$ cat src/rtl/conf_int_mul_share_arb_if.sv
// Bundles the requester, multiplier and response signals of the shared-multiplier arbiter.
// The slave side is the arbiter itself; the master side is its environment.
interface conf_int_mul_share_arb_if #(
  parameter int unsigned NUM_REQ            = 4,
  parameter int unsigned ID_W               = 2,
  parameter int unsigned DATA_PATH_BITWIDTH = 16
);
  logic [NUM_REQ-1:0]                    req_valid;
  logic [NUM_REQ-1:0]                    req_ready;
  logic [NUM_REQ*DATA_PATH_BITWIDTH-1:0] req_a;
  logic [NUM_REQ*DATA_PATH_BITWIDTH-1:0] req_b;
  logic [NUM_REQ-1:0]                    req_acc;
  logic [DATA_PATH_BITWIDTH-1:0]         mul_a;
  logic [DATA_PATH_BITWIDTH-1:0]         mul_b;
  logic                                  mul_acc__sel;
  logic [63:0]                           mul_d;
  logic                                  rsp_valid;
  logic                                  rsp_ready;
  logic [63:0]                           rsp_d;
  logic [ID_W-1:0]                       rsp_id;
  logic                                  rsp_downgr;

  modport slave (
    input  req_valid, req_a, req_b, req_acc, mul_d, rsp_ready,
    output req_ready, mul_a, mul_b, mul_acc__sel, rsp_valid, rsp_d, rsp_id, rsp_downgr
  );

  modport master (
    output req_valid, req_a, req_b, req_acc, mul_d, rsp_ready,
    input  req_ready, mul_a, mul_b, mul_acc__sel, rsp_valid, rsp_d, rsp_id, rsp_downgr
  );
endinterface

$ cat src/rtl/conf_int_mul_share_arb.sv
// Round-robin sequencer sharing one accurate/approximate multiplier among NUM_REQ requesters,
// with a per-window budget on accurate operations; one operation in flight at a time.
module conf_int_mul_share_arb #(
  parameter int unsigned NUM_REQ            = 4,
  parameter int unsigned ID_W               = 2,
  parameter int unsigned DATA_PATH_BITWIDTH = 16,
  parameter int unsigned MUL_LAT            = 1,
  parameter int unsigned WINDOW             = 64,
  parameter int unsigned ACC_BUDGET         = 8
) (
  input  logic                      clk,
  input  logic                      rst,
  conf_int_mul_share_arb_if.slave   bus
);

  localparam int unsigned DW    = DATA_PATH_BITWIDTH;
  localparam int unsigned LAT_W = (MUL_LAT > 1) ? $clog2(MUL_LAT) : 1;
  localparam int unsigned WIN_W = (WINDOW > 1) ? $clog2(WINDOW) : 1;
  localparam int unsigned ACC_W = (ACC_BUDGET > 0) ? $clog2(ACC_BUDGET + 1) : 1;

  typedef enum logic [1:0] {IDLE, EXEC, RESP} state_t;

  state_t           state;
  state_t           state_nxt;
  logic [ID_W-1:0]  rr_ptr;
  logic [ID_W-1:0]  gnt_id;
  logic             gnt_any;
  logic             grant;
  logic [LAT_W-1:0] lat_cnt;
  logic             lat_done;
  logic [WIN_W-1:0] win_cnt;
  logic             win_wrap;
  logic [ACC_W-1:0] acc_used;
  logic [ACC_W-1:0] acc_base;
  logic             want_acc;
  logic             acc_ok;

  // First valid requester scanning upward from rr_ptr, wrapping at NUM_REQ.
  always_comb begin : scan
    int unsigned idx;
    gnt_any = 1'b0;
    gnt_id  = '0;
    idx     = 0;
    for (int unsigned k = 0; k < NUM_REQ; k++) begin
      idx = (32'(rr_ptr) + k) % NUM_REQ;
      if (!gnt_any && bus.req_valid[ID_W'(idx)]) begin
        gnt_any = 1'b1;
        gnt_id  = ID_W'(idx);
      end
    end
  end

  assign grant    = (state == IDLE) && gnt_any;
  assign lat_done = (lat_cnt == LAT_W'(MUL_LAT - 1));
  assign win_wrap = (win_cnt == WIN_W'(WINDOW - 1));

  // A grant on the wrap edge is judged against the fresh window.
  assign acc_base = win_wrap ? '0 : acc_used;
  assign want_acc = bus.req_acc[gnt_id];
  assign acc_ok   = want_acc && (acc_base < ACC_W'(ACC_BUDGET));

  // Grant is offered combinationally only while idle and out of reset.
  always_comb begin
    bus.req_ready = '0;
    if (rst && grant) begin
      bus.req_ready[gnt_id] = 1'b1;
    end
  end

  always_comb begin
    state_nxt = state;
    case (state)
      IDLE:    if (grant)         state_nxt = EXEC;
      EXEC:    if (lat_done)      state_nxt = RESP;
      RESP:    if (bus.rsp_ready) state_nxt = IDLE;
      default:                    state_nxt = IDLE;
    endcase
  end

  always_ff @(posedge clk or negedge rst) begin
    if (!rst) begin
      state <= IDLE;
    end else begin
      state <= state_nxt;
    end
  end

  always_ff @(posedge clk or negedge rst) begin
    if (!rst) begin
      rr_ptr           <= '0;
      lat_cnt          <= '0;
      win_cnt          <= '0;
      acc_used         <= '0;
      bus.mul_a        <= '0;
      bus.mul_b        <= '0;
      bus.mul_acc__sel <= 1'b0;
      bus.rsp_valid    <= 1'b0;
      bus.rsp_d        <= '0;
      bus.rsp_id       <= '0;
      bus.rsp_downgr   <= 1'b0;
    end else begin
      win_cnt <= win_wrap ? '0 : win_cnt + WIN_W'(1);

      if (grant) begin
        acc_used <= acc_base + ACC_W'(acc_ok);
      end else begin
        acc_used <= acc_base;
      end

      if (grant) begin
        rr_ptr           <= ID_W'((32'(gnt_id) + 32'd1) % NUM_REQ);
        lat_cnt          <= '0;
        bus.mul_a        <= bus.req_a[32'(gnt_id)*DW +: DW];
        bus.mul_b        <= bus.req_b[32'(gnt_id)*DW +: DW];
        bus.mul_acc__sel <= acc_ok;
        bus.rsp_id       <= gnt_id;
        bus.rsp_downgr   <= want_acc && !acc_ok;
      end

      // Operands are parked at zero outside EXEC so the multiplier sees no toggling.
      if (state == EXEC) begin
        if (lat_done) begin
          bus.rsp_d        <= bus.mul_d;
          bus.rsp_valid    <= 1'b1;
          bus.mul_a        <= '0;
          bus.mul_b        <= '0;
          bus.mul_acc__sel <= 1'b0;
        end else begin
          lat_cnt <= lat_cnt + LAT_W'(1);
        end
      end

      if ((state == RESP) && bus.rsp_ready) begin
        bus.rsp_valid <= 1'b0;
      end
    end
  end

endmodule
$ cat src/flat_wrapper.sv
// flat-port wrapper written by rule: the top's interface ports become plain ports
module conf_int_mul_share_arb_flat 
#(
  parameter int unsigned NUM_REQ            = 4,
  parameter int unsigned ID_W               = 2,
  parameter int unsigned DATA_PATH_BITWIDTH = 16,
  parameter int unsigned MUL_LAT            = 1,
  parameter int unsigned WINDOW             = 64,
  parameter int unsigned ACC_BUDGET         = 8
)
  (clk, rst, bus_req_valid, bus_req_a, bus_req_b, bus_req_acc, bus_mul_d, bus_rsp_ready, bus_req_ready, bus_mul_a, bus_mul_b, bus_mul_acc__sel, bus_rsp_valid, bus_rsp_d, bus_rsp_id, bus_rsp_downgr);
  conf_int_mul_share_arb_if #(.NUM_REQ(NUM_REQ), .ID_W(ID_W), .DATA_PATH_BITWIDTH(DATA_PATH_BITWIDTH)) bus_i ();
  input  logic clk;
  input  logic rst;
  input wire logic [$bits(bus_i.req_valid)-1:0] bus_req_valid;
  input wire logic [$bits(bus_i.req_a)-1:0] bus_req_a;
  input wire logic [$bits(bus_i.req_b)-1:0] bus_req_b;
  input wire logic [$bits(bus_i.req_acc)-1:0] bus_req_acc;
  input wire logic [$bits(bus_i.mul_d)-1:0] bus_mul_d;
  input wire logic [$bits(bus_i.rsp_ready)-1:0] bus_rsp_ready;
  output wire logic [$bits(bus_i.req_ready)-1:0] bus_req_ready;
  output wire logic [$bits(bus_i.mul_a)-1:0] bus_mul_a;
  output wire logic [$bits(bus_i.mul_b)-1:0] bus_mul_b;
  output wire logic [$bits(bus_i.mul_acc__sel)-1:0] bus_mul_acc__sel;
  output wire logic [$bits(bus_i.rsp_valid)-1:0] bus_rsp_valid;
  output wire logic [$bits(bus_i.rsp_d)-1:0] bus_rsp_d;
  output wire logic [$bits(bus_i.rsp_id)-1:0] bus_rsp_id;
  output wire logic [$bits(bus_i.rsp_downgr)-1:0] bus_rsp_downgr;
  assign bus_i.req_valid = bus_req_valid;
  assign bus_i.req_a = bus_req_a;
  assign bus_i.req_b = bus_req_b;
  assign bus_i.req_acc = bus_req_acc;
  assign bus_i.mul_d = bus_mul_d;
  assign bus_i.rsp_ready = bus_rsp_ready;
  assign bus_req_ready = bus_i.req_ready;
  assign bus_mul_a = bus_i.mul_a;
  assign bus_mul_b = bus_i.mul_b;
  assign bus_mul_acc__sel = bus_i.mul_acc__sel;
  assign bus_rsp_valid = bus_i.rsp_valid;
  assign bus_rsp_d = bus_i.rsp_d;
  assign bus_rsp_id = bus_i.rsp_id;
  assign bus_rsp_downgr = bus_i.rsp_downgr;
  conf_int_mul_share_arb #(.NUM_REQ(NUM_REQ), .ID_W(ID_W), .DATA_PATH_BITWIDTH(DATA_PATH_BITWIDTH), .MUL_LAT(MUL_LAT), .WINDOW(WINDOW), .ACC_BUDGET(ACC_BUDGET)) u_core (.clk(clk), .rst(rst), .bus(bus_i));
endmodule
$ cat config.mk
export PLATFORM = sky130hd
export DESIGN_NAME = conf_int_mul_share_arb_flat
export DESIGN_NICKNAME = d
export VERILOG_FILES = /design/src/rtl/conf_int_mul_share_arb_if.sv /design/src/rtl/conf_int_mul_share_arb.sv /design/src/flat_wrapper.sv
export SDC_FILE = /design/constraint.sdc
export NUM_CORES = 1
export LEC_CHECK = 0
export BUFFER_PORTS_ARGS = -buffer_cell sky130_fd_sc_hd__buf_2
export CAP_MARGIN = 20
export CORE_AREA = 5 5 118 120
export CTS_BUF_LIST = sky130_fd_sc_hd__clkbuf_2 sky130_fd_sc_hd__clkbuf_4 sky130_fd_sc_hd__clkbuf_8
export CTS_CLUSTER_DIAMETER = 200
export CTS_CLUSTER_SIZE = 30
export DETAILED_ROUTE_END_ITERATION = 6
export DIE_AREA = 0 0 123 125
export PLACE_DENSITY_LB_ADDON = 0.3
export SETUP_SLACK_MARGIN = 0.15
export SLEW_MARGIN = 20
export SYNTH_ARGS = -nofsm -noshare
export SYNTH_HDL_FRONTEND = slang
export SYNTH_SLANG_ARGS = --single-unit
$ cat constraint.sdc
create_clock -name clk -period 3.2 [get_ports clk]
set_input_delay 0.16 -clock clk [delete_from_list [all_inputs] [get_ports clk]]
set_output_delay 0.16 -clock clk [all_outputs]
set_load 0.02 [all_outputs]
==> metrics.cfg <==
[clock_network]
clkLatencyLatePin_ns=0.43
clkTransAtPathRegs_ns=0.07
root_buffer=clkbuf_8
cts.path.max_buffers=2
cts_hold_buf=66
cts_tree=built
cts.htree.levels=4
cts-buffers-inserted=17
cts_resized=0
post_cts_buffers=0
clock_sinks=116

[logic_synthesis]
ys_types=29
synth.top_cell.area_share_pct=53.8
synth-seq-area-share_pct=53.8
yosys.area.top_type=dfrtp_1
synth-seq-cells=116
synthesis.nets=733
synth_area_leaders=dfrtp_1, mux2_2, nand2_1, a21oi_1, a211o_1
netlist_top_cells_count=nand2_1, dfrtp_1, a21oi_1
async_reset_ff_share_pct=100
avgSynthCellArea_um2=10.3
synth_edf_count=0
synth_warnings=0
synthesis.area_um2=5400
yosys_most_used_dff=dfrtp_1
yosysMostFrequentCell=nand2_1
synth_cells=523

[grt]
grt_antenna_before_repair=1
grtUsageTotal_pct=24.0
grt_start_max_net_pins=117
grt_pass1_wl_mm=28.7
grt_overflow=0
grt_pass1_vias=5499

[sta]
post-route-period-util_pct=88.2
setup_tns_ns=0
min_period_ns=2.82
rsz0062_at_grt=no
worst_pin_slew_ns=0.717
setup_viol=0
clock_skew_ns=0.00803
max_freq_ghz=0.354
hold_violations=0
drv_slew=0
maxSlewHeadroom_pct=52.2

[worst_setup_path]
required_ns=3.04
cp_slowest_stage_delay_ns=0.61
crit_path_end_kind=primary output
start_kind=register
crit_type=reg2out
cp_slowest_cell=buf_4
worstPathMaxFanout=68
crit_arrival_ns=2.66
crit_chain=nor2_1 -> o21bai_1 -> a221oi_4 -> buf_4 -> ha_1 -> and3_1 -> buf_2

[status]
outcome=completed

[die]
die_x_um=123
start_util_pct=41.9
ioPinCount=308
core_um2=12900
placement_rows=42
dieArea_um2=15400
die_y_um=125

[routing]
num_vias=5264
antenna_left=0
drt_iter0_drc=247
drc=0
dr.pass1.iters=6
drt_wl_total_mm=18.6
wl_per_cell_um=17.2
viasPerCell=4.87

[pwr]
fin_total_pwr_mw=7.91
p_leak_nw=4.33
vdd_drop_max_uv=588
power_density_nw_per_um2=962

[final_layout]
drive_gt1_share_pct=46.4
synthToLayoutAreaGrowth_pct=52.5
nets=1100
instances_no_fill=1080
post-route-util_pct=63.9

[job]
max_cap_viol_count=0

[place]
gp_congestion=0.812
portBuffers=307
place_hpwl_mm=12.6
place_inst=981

[hold_path]
min-delay-path-class=in2reg

-- sequential cells by signal, indices dropped and copies added (netlist names) --
signal,cells
u_core.rr_ptr,2
u_core.bus.mul_a,16
u_core.state,2
u_core.bus.rsp_downgr,1
u_core.win_cnt,6
u_core.bus.mul_b,16
u_core.bus.rsp_id,2
u_core.bus.rsp_valid,1
u_core.lat_cnt,1
u_core.bus.rsp_d,64
u_core.acc_used,4
u_core.bus.mul_acc__sel,1
-- where the power goes --
group | leakage [nW] | switching [mW] | internal [mW]
clock | 0.215 | 0.586 | 0.897
sequential | 1.40 | 0.369 | 2.14
combinational | 2.72 | 2.31 | 1.60
total | 4.33 | 3.27 | 4.64
-- layout make-up --
cell class / instances / area, µm²
Tap cell: 176 / 220
Multi-Input combinational cell: 367 / 2350
Clock buffer: 21 / 277
Inverter: 7 / 26.3
Timing Repair Buffer: 381 / 2280
Fill cell: 1049 / 4650
Sequential cell: 116 / 2900
Antenna cell: 3 / 7.51
Clock inverter: 9 / 154
-- per-layer routing --
layer	part of all wire (%)	up-vias	track usage, %
met4	1.4	0	8.21
met1	38	2460	27.6
met3	9.8	24	8.76
met5	0	-	0
li1	-	2544	-
met2	50	236	41.1
-- kinds of logic (layout without fill, tap and decap cells) --
family	count (synthesis)	in the layout	share of synthesized area [%]
adder cells (fa/ha/maj)	7	7	1.62
buffers and inverters	40	418	3.06
AO/OA/AOI/OAI	113	113	13.1
XOR/XNOR	5	5	0.812
other	0	3	0
flip-flops	116	116	53.8
AND/OR/NAND/NOR	172	172	13.0
multiplexers	70	70	14.6
-- worst paths after layout --
kind / startpoint / endpoint / slack, ns / depth (start not counted)
worst max-delay path: u_core.rr_ptr[1] / bus_req_ready[1] / 0.38 / 7
worst min-delay path: bus_req_b[30] / u_core.bus.mul_b[14] / 0.08 / 4
worst max register to register: u_core.rr_ptr[1] / u_core.acc_used[1] / 0.73 / 10
worst min register to register: u_core.bus.mul_b[7] / u_core.bus.mul_b[7] / 0.48 / 1
max in group asynchronous: rst / u_core.rr_ptr[1] / 2.29 / 3
min in group asynchronous: rst / u_core.bus.rsp_d[11] / 0.44 / 3
-- cells in the final DEF (no fill, tap or decap), types with 7 or more instances in the layout --
cell	instances
buf_4	7
buf_2	306
ha_1	7
nor2_1	8
dlygate4sd3_1	66
a211o_1	32
nand2_1	136
a21oi_1	69
mux2_2	68
clkbuf_8	19
nand3_1	7
dfrtp_1	116
-- per-stage QoR --
stage	setup WS, ns	hold slack, ns	area, µm²
2_1_floorplan	0.712	-0.136	5400
3_3_place_gp	0.766	0.359	7130
3_5_place_dp	0.718	0.357	7130
4_1_cts	0.371	0.0539	8220
5_1_grt	0.210	0.0670	8220
6_report	0.377	0.0837	8230
-- worst max-delay path: cells and delay by family (launching register included) --
family / cells / cell delay, ns
buffers and inverters: 2 / 0.76
AND/OR/NAND/NOR: 2 / 0.22
adder cells (fa/ha/maj): 1 / 0.25
AO/OA/AOI/OAI: 2 / 0.52
flip-flops: 1 / 0.45
Note: power is estimated with default switching activity, not from simulation.
